[src/rtl/channel_err_inj_if.sv]
// Symbol channel bus between a clean encoder source and the error injector.
// master drives the clean symbols and control; slave is the injector.
interface channel_err_inj_if #(parameter int W = 2);
  logic          valid_i;
  logic [W-1:0]  sym_i;
  logic [1:0]    mode_i;
  logic [3:0]    burst_len_i;
  logic [W-1:0]  err_mask_i;
  logic          clear_i;
  logic          valid_o;
  logic [W-1:0]  sym_o;
  logic [W-1:0]  err_o;
  logic [15:0]   bad_bit_ct_o;
  logic [15:0]   sym_ct_o;

  modport master (
    output valid_i, sym_i, mode_i, burst_len_i, err_mask_i, clear_i,
    input  valid_o, sym_o, err_o, bad_bit_ct_o, sym_ct_o
  );
  modport slave (
    input  valid_i, sym_i, mode_i, burst_len_i, err_mask_i, clear_i,
    output valid_o, sym_o, err_o, bad_bit_ct_o, sym_ct_o
  );
endinterface

[src/rtl/channel_err_inj.sv]
// Channel error injector: clean / random single / random burst / forced bit flips.
// Define CHAN_ERR_STATS_EN to build the flipped-bit and symbol statistics counters.
module channel_err_inj #(
  parameter int          W    = 2,
  parameter int          N    = 5,
  parameter logic [15:0] SEED = 16'hACE1
) (
  input logic              clk,
  input logic              rst,
  channel_err_inj_if.slave bus
);
  localparam logic [15:0] SEED_EFF = (SEED == 16'h0000) ? 16'hACE1 : SEED;

  typedef enum logic {IDLE, BURST} state_t;

  state_t        state, state_nx;
  logic [3:0]    rem, rem_nx;
  logic [15:0]   lfsr;
  logic          trig, corrupt;
  logic [W-1:0]  err;

  // Free-running Fibonacci LFSR, taps 16,14,13,11
  always_ff @(posedge clk or posedge rst) begin
    if (rst) lfsr <= SEED_EFF;
    else     lfsr <= {lfsr[14:0], lfsr[15] ^ lfsr[13] ^ lfsr[12] ^ lfsr[10]};
  end

  assign trig = bus.valid_i && (&lfsr[N-1:0]);

  always_ff @(posedge clk or posedge rst) begin
    if (rst) begin
      state <= IDLE;
      rem   <= 4'd0;
    end else begin
      state <= state_nx;
      rem   <= rem_nx;
    end
  end

  always_comb begin
    state_nx = state;
    rem_nx   = rem;
    corrupt  = 1'b0;
    case (bus.mode_i)
      2'd1: corrupt = trig;
      2'd2: begin
        if (state == IDLE) begin
          corrupt = trig;
          if (trig && bus.burst_len_i != 4'd0) begin
            state_nx = BURST;
            rem_nx   = bus.burst_len_i;
          end
        end else if (bus.valid_i) begin
          // triggers landing here are ignored: no extension, no restart
          corrupt = 1'b1;
          rem_nx  = rem - 4'd1;
          if (rem <= 4'd1) state_nx = IDLE;
        end
      end
      2'd3:    corrupt = bus.valid_i;
      default: corrupt = 1'b0;
    endcase
    if (bus.mode_i != 2'd2) begin
      state_nx = IDLE;
      rem_nx   = 4'd0;
    end
  end

  assign err = corrupt ? bus.err_mask_i : '0;

  always_ff @(posedge clk or posedge rst) begin
    if (rst) begin
      bus.valid_o <= 1'b0;
      bus.sym_o   <= '0;
      bus.err_o   <= '0;
    end else begin
      bus.valid_o <= bus.valid_i;
      bus.err_o   <= err;
      if (bus.valid_i) bus.sym_o <= bus.sym_i ^ err;
    end
  end

`ifdef CHAN_ERR_STATS_EN
  logic [3:0]  pop;
  logic [16:0] bad_sum, sym_sum;

  always_comb begin
    pop = 4'd0;
    for (int i = 0; i < W; i++) pop = pop + 4'(err[i]);
  end

  assign bad_sum = {1'b0, bus.bad_bit_ct_o} + {13'd0, pop};
  assign sym_sum = {1'b0, bus.sym_ct_o} + 17'd1;

  // Counters track the symbol being registered, so they line up with valid_o
  always_ff @(posedge clk or posedge rst) begin
    if (rst) begin
      bus.bad_bit_ct_o <= 16'd0;
      bus.sym_ct_o     <= 16'd0;
    end else if (bus.clear_i) begin
      bus.bad_bit_ct_o <= 16'd0;
      bus.sym_ct_o     <= 16'd0;
    end else if (bus.valid_i) begin
      bus.bad_bit_ct_o <= bad_sum[16] ? 16'hFFFF : bad_sum[15:0];
      bus.sym_ct_o     <= sym_sum[16] ? 16'hFFFF : sym_sum[15:0];
    end
  end
`else
  logic unused_clear;
  assign unused_clear     = bus.clear_i;
  assign bus.bad_bit_ct_o = 16'd0;
  assign bus.sym_ct_o     = 16'd0;
`endif

endmodule

[src/flat_wrapper.sv]
// flat-port wrapper written by rule: the top's interface ports become plain ports
module channel_err_inj_flat 
#(
  parameter int          W    = 2,
  parameter int          N    = 5,
  parameter logic [15:0] SEED = 16'hACE1
)
  (clk, rst, bus_valid_i, bus_sym_i, bus_mode_i, bus_burst_len_i, bus_err_mask_i, bus_clear_i, bus_valid_o, bus_sym_o, bus_err_o, bus_bad_bit_ct_o, bus_sym_ct_o);
  channel_err_inj_if #(.W(W)) bus_i ();
  input logic clk;
  input logic rst;
  input wire logic [$bits(bus_i.valid_i)-1:0] bus_valid_i;
  input wire logic [$bits(bus_i.sym_i)-1:0] bus_sym_i;
  input wire logic [$bits(bus_i.mode_i)-1:0] bus_mode_i;
  input wire logic [$bits(bus_i.burst_len_i)-1:0] bus_burst_len_i;
  input wire logic [$bits(bus_i.err_mask_i)-1:0] bus_err_mask_i;
  input wire logic [$bits(bus_i.clear_i)-1:0] bus_clear_i;
  output wire logic [$bits(bus_i.valid_o)-1:0] bus_valid_o;
  output wire logic [$bits(bus_i.sym_o)-1:0] bus_sym_o;
  output wire logic [$bits(bus_i.err_o)-1:0] bus_err_o;
  output wire logic [$bits(bus_i.bad_bit_ct_o)-1:0] bus_bad_bit_ct_o;
  output wire logic [$bits(bus_i.sym_ct_o)-1:0] bus_sym_ct_o;
  assign bus_i.valid_i = bus_valid_i;
  assign bus_i.sym_i = bus_sym_i;
  assign bus_i.mode_i = bus_mode_i;
  assign bus_i.burst_len_i = bus_burst_len_i;
  assign bus_i.err_mask_i = bus_err_mask_i;
  assign bus_i.clear_i = bus_clear_i;
  assign bus_valid_o = bus_i.valid_o;
  assign bus_sym_o = bus_i.sym_o;
  assign bus_err_o = bus_i.err_o;
  assign bus_bad_bit_ct_o = bus_i.bad_bit_ct_o;
  assign bus_sym_ct_o = bus_i.sym_ct_o;
  channel_err_inj #(.W(W), .N(N), .SEED(SEED)) u_core (.clk(clk), .rst(rst), .bus(bus_i));
endmodule
[config.mk]
export PLATFORM = sky130hd
export DESIGN_NAME = channel_err_inj_flat
export DESIGN_NICKNAME = d
export VERILOG_FILES = /design/src/rtl/channel_err_inj_if.sv /design/src/rtl/channel_err_inj.sv /design/src/flat_wrapper.sv
export SDC_FILE = /design/constraint.sdc
export NUM_CORES = 1
export LEC_CHECK = 0
export CAP_MARGIN = 20
export CORE_MARGIN = 10
export CORE_UTILIZATION = 36
export DETAILED_ROUTE_END_ITERATION = 6
export PLACE_DENSITY = 0.73
export SLEW_MARGIN = 10
export SYNTH_ARGS = -nofsm -noshare
export SYNTH_HDL_FRONTEND = slang
export SYNTH_SLANG_ARGS = --single-unit
[constraint.sdc]
create_clock -name clk -period 1.54 [get_ports clk]
set_clock_uncertainty 0.15 [all_clocks]
set_input_delay 0.462 -clock clk [delete_from_list [all_inputs] [get_ports clk]]
set_output_delay 0.462 -clock clk [all_outputs]
set_load 0.02 [all_outputs]
==> results of run 1 <==
## metal layers
metal / routed length, um / up-vias / part of all wire, % / GRT usage [%]
li1: - / 411 / - / -
met1: 1120 / 423 / 38 / 9.56
met2: 1430 / 59 / 49 / 14.5
met3: 290 / 14 / 9.9 / 4.28
met4: 95 / 0 / 3.2 / 1.94
met5: 0 / - / 0 / 0
## registers in the layout, indices dropped and copies added (netlist names)
name                cells
u_core.bus.sym_o        2
u_core.rem              4
u_core.lfsr            16
u_core.state            1
u_core.bus.err_o        2
u_core.bus.valid_o      1
## where the power goes
| group | switching, uW | internal, uW | leakage (uW) |
|---|---|---|---|
| clock | 186 | 145 | 0.0000210 |
| combinational | 137 | 55.8 | 0.000393 |
| sequential | 4.21 | 692 | 0.000326 |
| total | 327 | 892 | 0.000740 |
## area by class of cell
| cell class | count | area [um2] | share of cell area, % |
|---|---|---|---|
| multi-input combinational | 86 | 541 | 34.5 |
| sequential | 26 | 661 | 42.1 |
| clock buffer | 4 | 36.3 | 2.31 |
| timing repair buffer | 29 | 246 | 15.7 |
| tap | 46 | 57.6 | 3.67 |
| inverter | 7 | 26.3 | 1.68 |
## what timing repair did
item | in CTS | in global routing
gates resized for setup | 35 | 8
pin swaps | 9 | 5
setup buffers | 0 | 2
endpoints found under the setup margin | 12 | 8
endpoints found under the hold margin | 0 | 0
## cells by family after synthesis
| group | count (synthesis) | synth area share, % |
|---|---|---|
| DFF | 26 | 51.4 |
| buffers and inverters | 41 | 21.6 |
| AOI/OAI and AO/OA | 18 | 9.64 |
| xor gates and xnor gates | 3 | 2.05 |
| adders and majority gates | 2 | 1.95 |
| and+or+nand+nor | 31 | 13.0 |
| other | 1 | 0.292 |
## worst min path at each step
stage	start	to	slack [ns]	cells past startpoint
floorplan	u_core.lfsr[8]	u_core.lfsr[9]	0.18	0
global placement	u_core.lfsr[8]	u_core.lfsr[9]	0.18	0
detailed placement	u_core.lfsr[8]	u_core.lfsr[9]	0.18	0
CTS	u_core.lfsr[8]	u_core.lfsr[9]	0.21	0
global route	u_core.lfsr[6]	u_core.lfsr[7]	0.22	0
finish	u_core.lfsr[9]	u_core.lfsr[10]	0.21	0
## cells in the final DEF (no fill, tap or decap), types with 4 or more instances in the layout
master,n
conb_1,32
inv_1,7
buf_2,4
clkdlybuf4s50_1,5
nand2_1,4
dfrtp_1,18
dfstp_2,8
dlygate4sd2_1,6
buf_4,11
nor2_1,7
## per-stage QoR
step,hold slack (ns),util [%]
after floorplan,0.181,-
after global placement,0.183,43.7
after detailed placement,0.185,43.7
after CTS,0.214,44.9
after global routing,0.224,46.3
final,0.210,46.3
==> metrics, run 1 <==
status complete, but fails checks; failing checks negative setup slack; post-route insts no fill 198; most common cell in the netlist buf_4; worst-path cell with the longest stage delay dfstp_2; Commonest cells post-synth 33 x buf_4, 18 x dfrtp_1, 8 x dfstp_2; Final Wtd Congestion 0.837; Num CTS Buffers 3; sequential-to-total area share from yosys stat 51.4%; Setup CP Type flop to flop; layout cells sized above 1 26.3%; R2R depth 4; DRC viols 0; Max Fclk 586 MHz; Final Hold Viols 0; Inst Count DP 194; final wirelength 2930 um; R2R setup slack -0.17 ns; VDD IR max 577 uV; post-place setup slack -0.597 ns; Hold-fix buffers, CTS 0; # H-tree levels 1; number of antenna repair diodes 0; I/O pins 51; period utilisation layout 111%; vias in the first global route 979; post-route cell area 1570 um2; total negative slack -0.674 ns; reg-to-reg critical path endpoint u_core.bus.sym_o[1]; Die ar. 6360 um2; Area Overhead vs Synth 22.0%; FF+latch count, synth 26; clk root buf clkbuf_4; CP arrival 1.80 ns; Synth async-reset ratio 100%; largest cells by area after synthesis dfrtp_1 35%, buf_4 19%, dfstp_2 16%; clock latency on the worst-skew pair 0.32 ns; Layout Nets 169; power per cell area 778 nW/um2; CP max stage delay 0.57 ns; Pre-antenna DRT Iters 4; critical path capture point type flop; Leak 0.000740 uW; Top FF cell, synth dfrtp_1; Max Transition Viols Final 0; yosys warns 0; clk slew on worst S/H paths 0.13 ns; drt via density 4.58; Reg-to-Reg Start u_core.lfsr[0]; crit path cell chain nand2_2, o21a_1, or4_1, a31oi_1; crit path from u_core.lfsr[0]; Worst Setup EP u_core.bus.sym_o[1]; Levels on crit path 4; RSZ-0062 raised after global routing yes; clk buf depth 2; Final ANT Viol Nets 0; largest area contributor in the netlist dfrtp_1; die width 79.7 um; global route overflow 0; synthesized area 1280 um2; crit path max fanout 4; 1st-iter DRT viols 70; first-pass GRT wire length 4510 um; Min Clock Period, post-route 1.71 ns; Sink Count 26; Mapped Cells 122; Avg Cell Area, Syn 10.5 um2; port bufs 17; die height 79.7 um; initial antenna violation count 0; crit path launch type flop; Total Power 1220 uW; Vias 907; largest net degree at the start of global routing 27; gr usage total 8.62%; Buf/Inv on CP 0; max-cap violations 0; # fillers 316; Setup Viol. Count Final 6; top-area cell type share of the netlist area 35.1%; number of synthesized flops with an enable pin 0; Post-Place Cell Area 1480 um2; fin worst setup slack -0.167 ns; CP required 1.63 ns; CP delay by family, top flip-flops; Cell variety after synth 32; HPWL Detailed 2060 um; Hold Crit Class flop to flop; Core Footprint 3390 um2; Initial Util 37.9%; row count 21; CTS tree done; wire length per cell 14.8 um
Note: power is estimated with default switching activity, not from simulation.
==> run 2, diff against run 1 <==
--- a/config.mk
+++ b/config.mk
@@ -7,9 +7,9 @@
 export LEC_CHECK = 0
 export CAP_MARGIN = 20
 export CORE_MARGIN = 10
-export CORE_UTILIZATION = 36
+export CORE_UTILIZATION = 38
 export DETAILED_ROUTE_END_ITERATION = 6
-export PLACE_DENSITY = 0.73
+export PLACE_DENSITY = 0.76
 export SLEW_MARGIN = 10
 export SYNTH_ARGS = -nofsm -noshare
 export SYNTH_HDL_FRONTEND = slang
==> run 2 against run 1 <==
The run still ends with negative setup slack left. Clock-buffer cell count did not move. Non-clock buffer count rose by 3. Critical path depth rose by 1. Clock power fell by 2%. Register-to-register slack barely moved. Sequential share of layout area fell by 0.73 points. Core utilization rose by 1.9 points. Power rose by 0.43%. Fmax rose by 0.63%.
==> metrics, run 2 (synthesis gave the netlist of run 1 again) <==
Final Hold Viols 0; Final Wtd Congestion 0.867; wire length per cell 13.4 um; drt via density 4.36; post-place setup slack -0.525 ns; Die ar. 6110 um2; CP arrival 1.79 ns; crit path cell chain clkdlybuf4s50_1, o21ai_1, o21a_1, or4_1, a31oi_1; final core utilization 48.2%; vias in the first global route 971; crit path from bus_mode_i[1]; worst-path cell with the longest stage delay clkdlybuf4s50_1; 1st-iter DRT viols 62; max-cap violations 0; Setup CP Type primary input to flop; clk root buf clkbuf_4; number of antenna repair diodes 0; HPWL Detailed 2060 um; max FFs per register 16; power per cell area 768 nW/um2; initial antenna violation count 0; Num CTS Buffers 3; row count 21; Vias 877; Core Footprint 3310 um2; Pre-antenna DRT Iters 4; Hold Crit Class flop to flop; die height 78.2 um; Hold-fix buffers, CTS 0; Post-Place Cell Area 1480 um2; Area Overhead vs Synth 24.1%; Sink Count 26; crit path max fanout 4; Layout Nets 172; clk slew on worst S/H paths 0.12 ns; post-route cell area 1600 um2; WHS 0.216 ns; most common cell after layout, fill and taps aside conb_1; clk buf depth 2; # H-tree levels 1; die width 78.2 um; gr usage total 8.71%; crit path launch type primary input; Min Clock Period, post-route 1.70 ns; failing checks negative setup slack; Max Fclk 590 MHz; clock latency on the worst-skew pair 0.31 ns; Max Transition Viols Final 0; Final ANT Viol Nets 0; VDD IR max 382 uV; final wirelength 2690 um; layout cells sized above 1 29.0%; period utilisation layout 110%; Setup Viol. Count Final 6; I/O pins 51; critical path capture point type flop; CP delay by family, top buffers and inverters; Reg with most FFs u_core.lfsr; DRC viols 0; most frequent cells in the layout 32 x conb_1, 18 x dfrtp_1, 14 x buf_4, 8 x dfstp_2; biggest regs u_core.lfsr x16, u_core.rem x4; Buf/Inv on CP 1; fin worst setup slack -0.156 ns; status complete, but fails checks; CP max stage delay 0.49 ns; CP required 1.63 ns; port bufs 17; Leak 0.000753 uW; largest net degree at the start of global routing 27; Reg-to-Reg Start u_core.lfsr[0]; Initial Util 38.8%; CTS tree done; first-pass GRT wire length 4370 um; RSZ-0062 raised after global routing yes; Hold Crit Start u_core.lfsr[6]; global route overflow 0
-- run 2: what timing repair did --
| item | 4_1_cts | 5_1_grt |
|---|---|---|
| gates resized for setup | 35 | 8 |
| buffers inserted | 2 | 1 |
| pin swaps | 10 | 3 |
| setup endpoints to repair | 12 | 11 |
-- run 2: final cells by class --
type | instances | area, um2
multi-input cells | 86 | 538
inverters | 7 | 26.3
fillers | 336 | 1720
clock buffers | 4 | 36.3
flip-flops and latches | 26 | 661
well taps | 46 | 57.6
repair buffers | 32 | 277
-- run 2: power breakdown --
part | leakage (uW) | switching, uW | internal, uW | total (uW)
Sequential | 0.000326 | 4.41 | 692 | 696
Combinational | 0.000406 | 138 | 66.4 | 204
Clock | 0.0000210 | 180 | 144 | 324
-- run 2: worst paths after layout --
kind	cells past startpoint	slack, ns	end
min	0	0.22	u_core.lfsr[7]
max reg2reg	4	-0.16	u_core.bus.sym_o[0]
min reg2reg	0	0.22	u_core.lfsr[7]
min in group asynchronous	3	0.32	u_core.bus.valid_o
max in group asynchronous	3	0.70	u_core.lfsr[15]
max	5	-0.16	u_core.bus.sym_o[0]
-- run 2: metal layers --
metal  vias to the layer above  part of all wire (%)  GRT usage, %
met1                       420                    43          9.83
li1                        416                     -             -
met5                         -                     0             0
met3                         6                   7.6          4.67
met4                         0                   1.4          2.51
met2                        35                    47          14.0
-- run 2: metrics by stage --
step / power [uW] / TNS (ns) / cells
after floorplan: 881 / -0.240 / 153
after global placement: 899 / -3.79 / 194
after detailed placement: 903 / -4.16 / 194
after CTS: 1220 / -0.432 / 200
after global routing: 1300 / -0.896 / 201
final: 1220 / -0.562 / 201
-- run 2: worst reg2reg max path, stage by stage (launching register included) --
cell and delay, ns:
dfstp_2 0.57, nand2_2 0.07, o21a_1 0.21, or4_1 0.48
a31oi_1 0.15
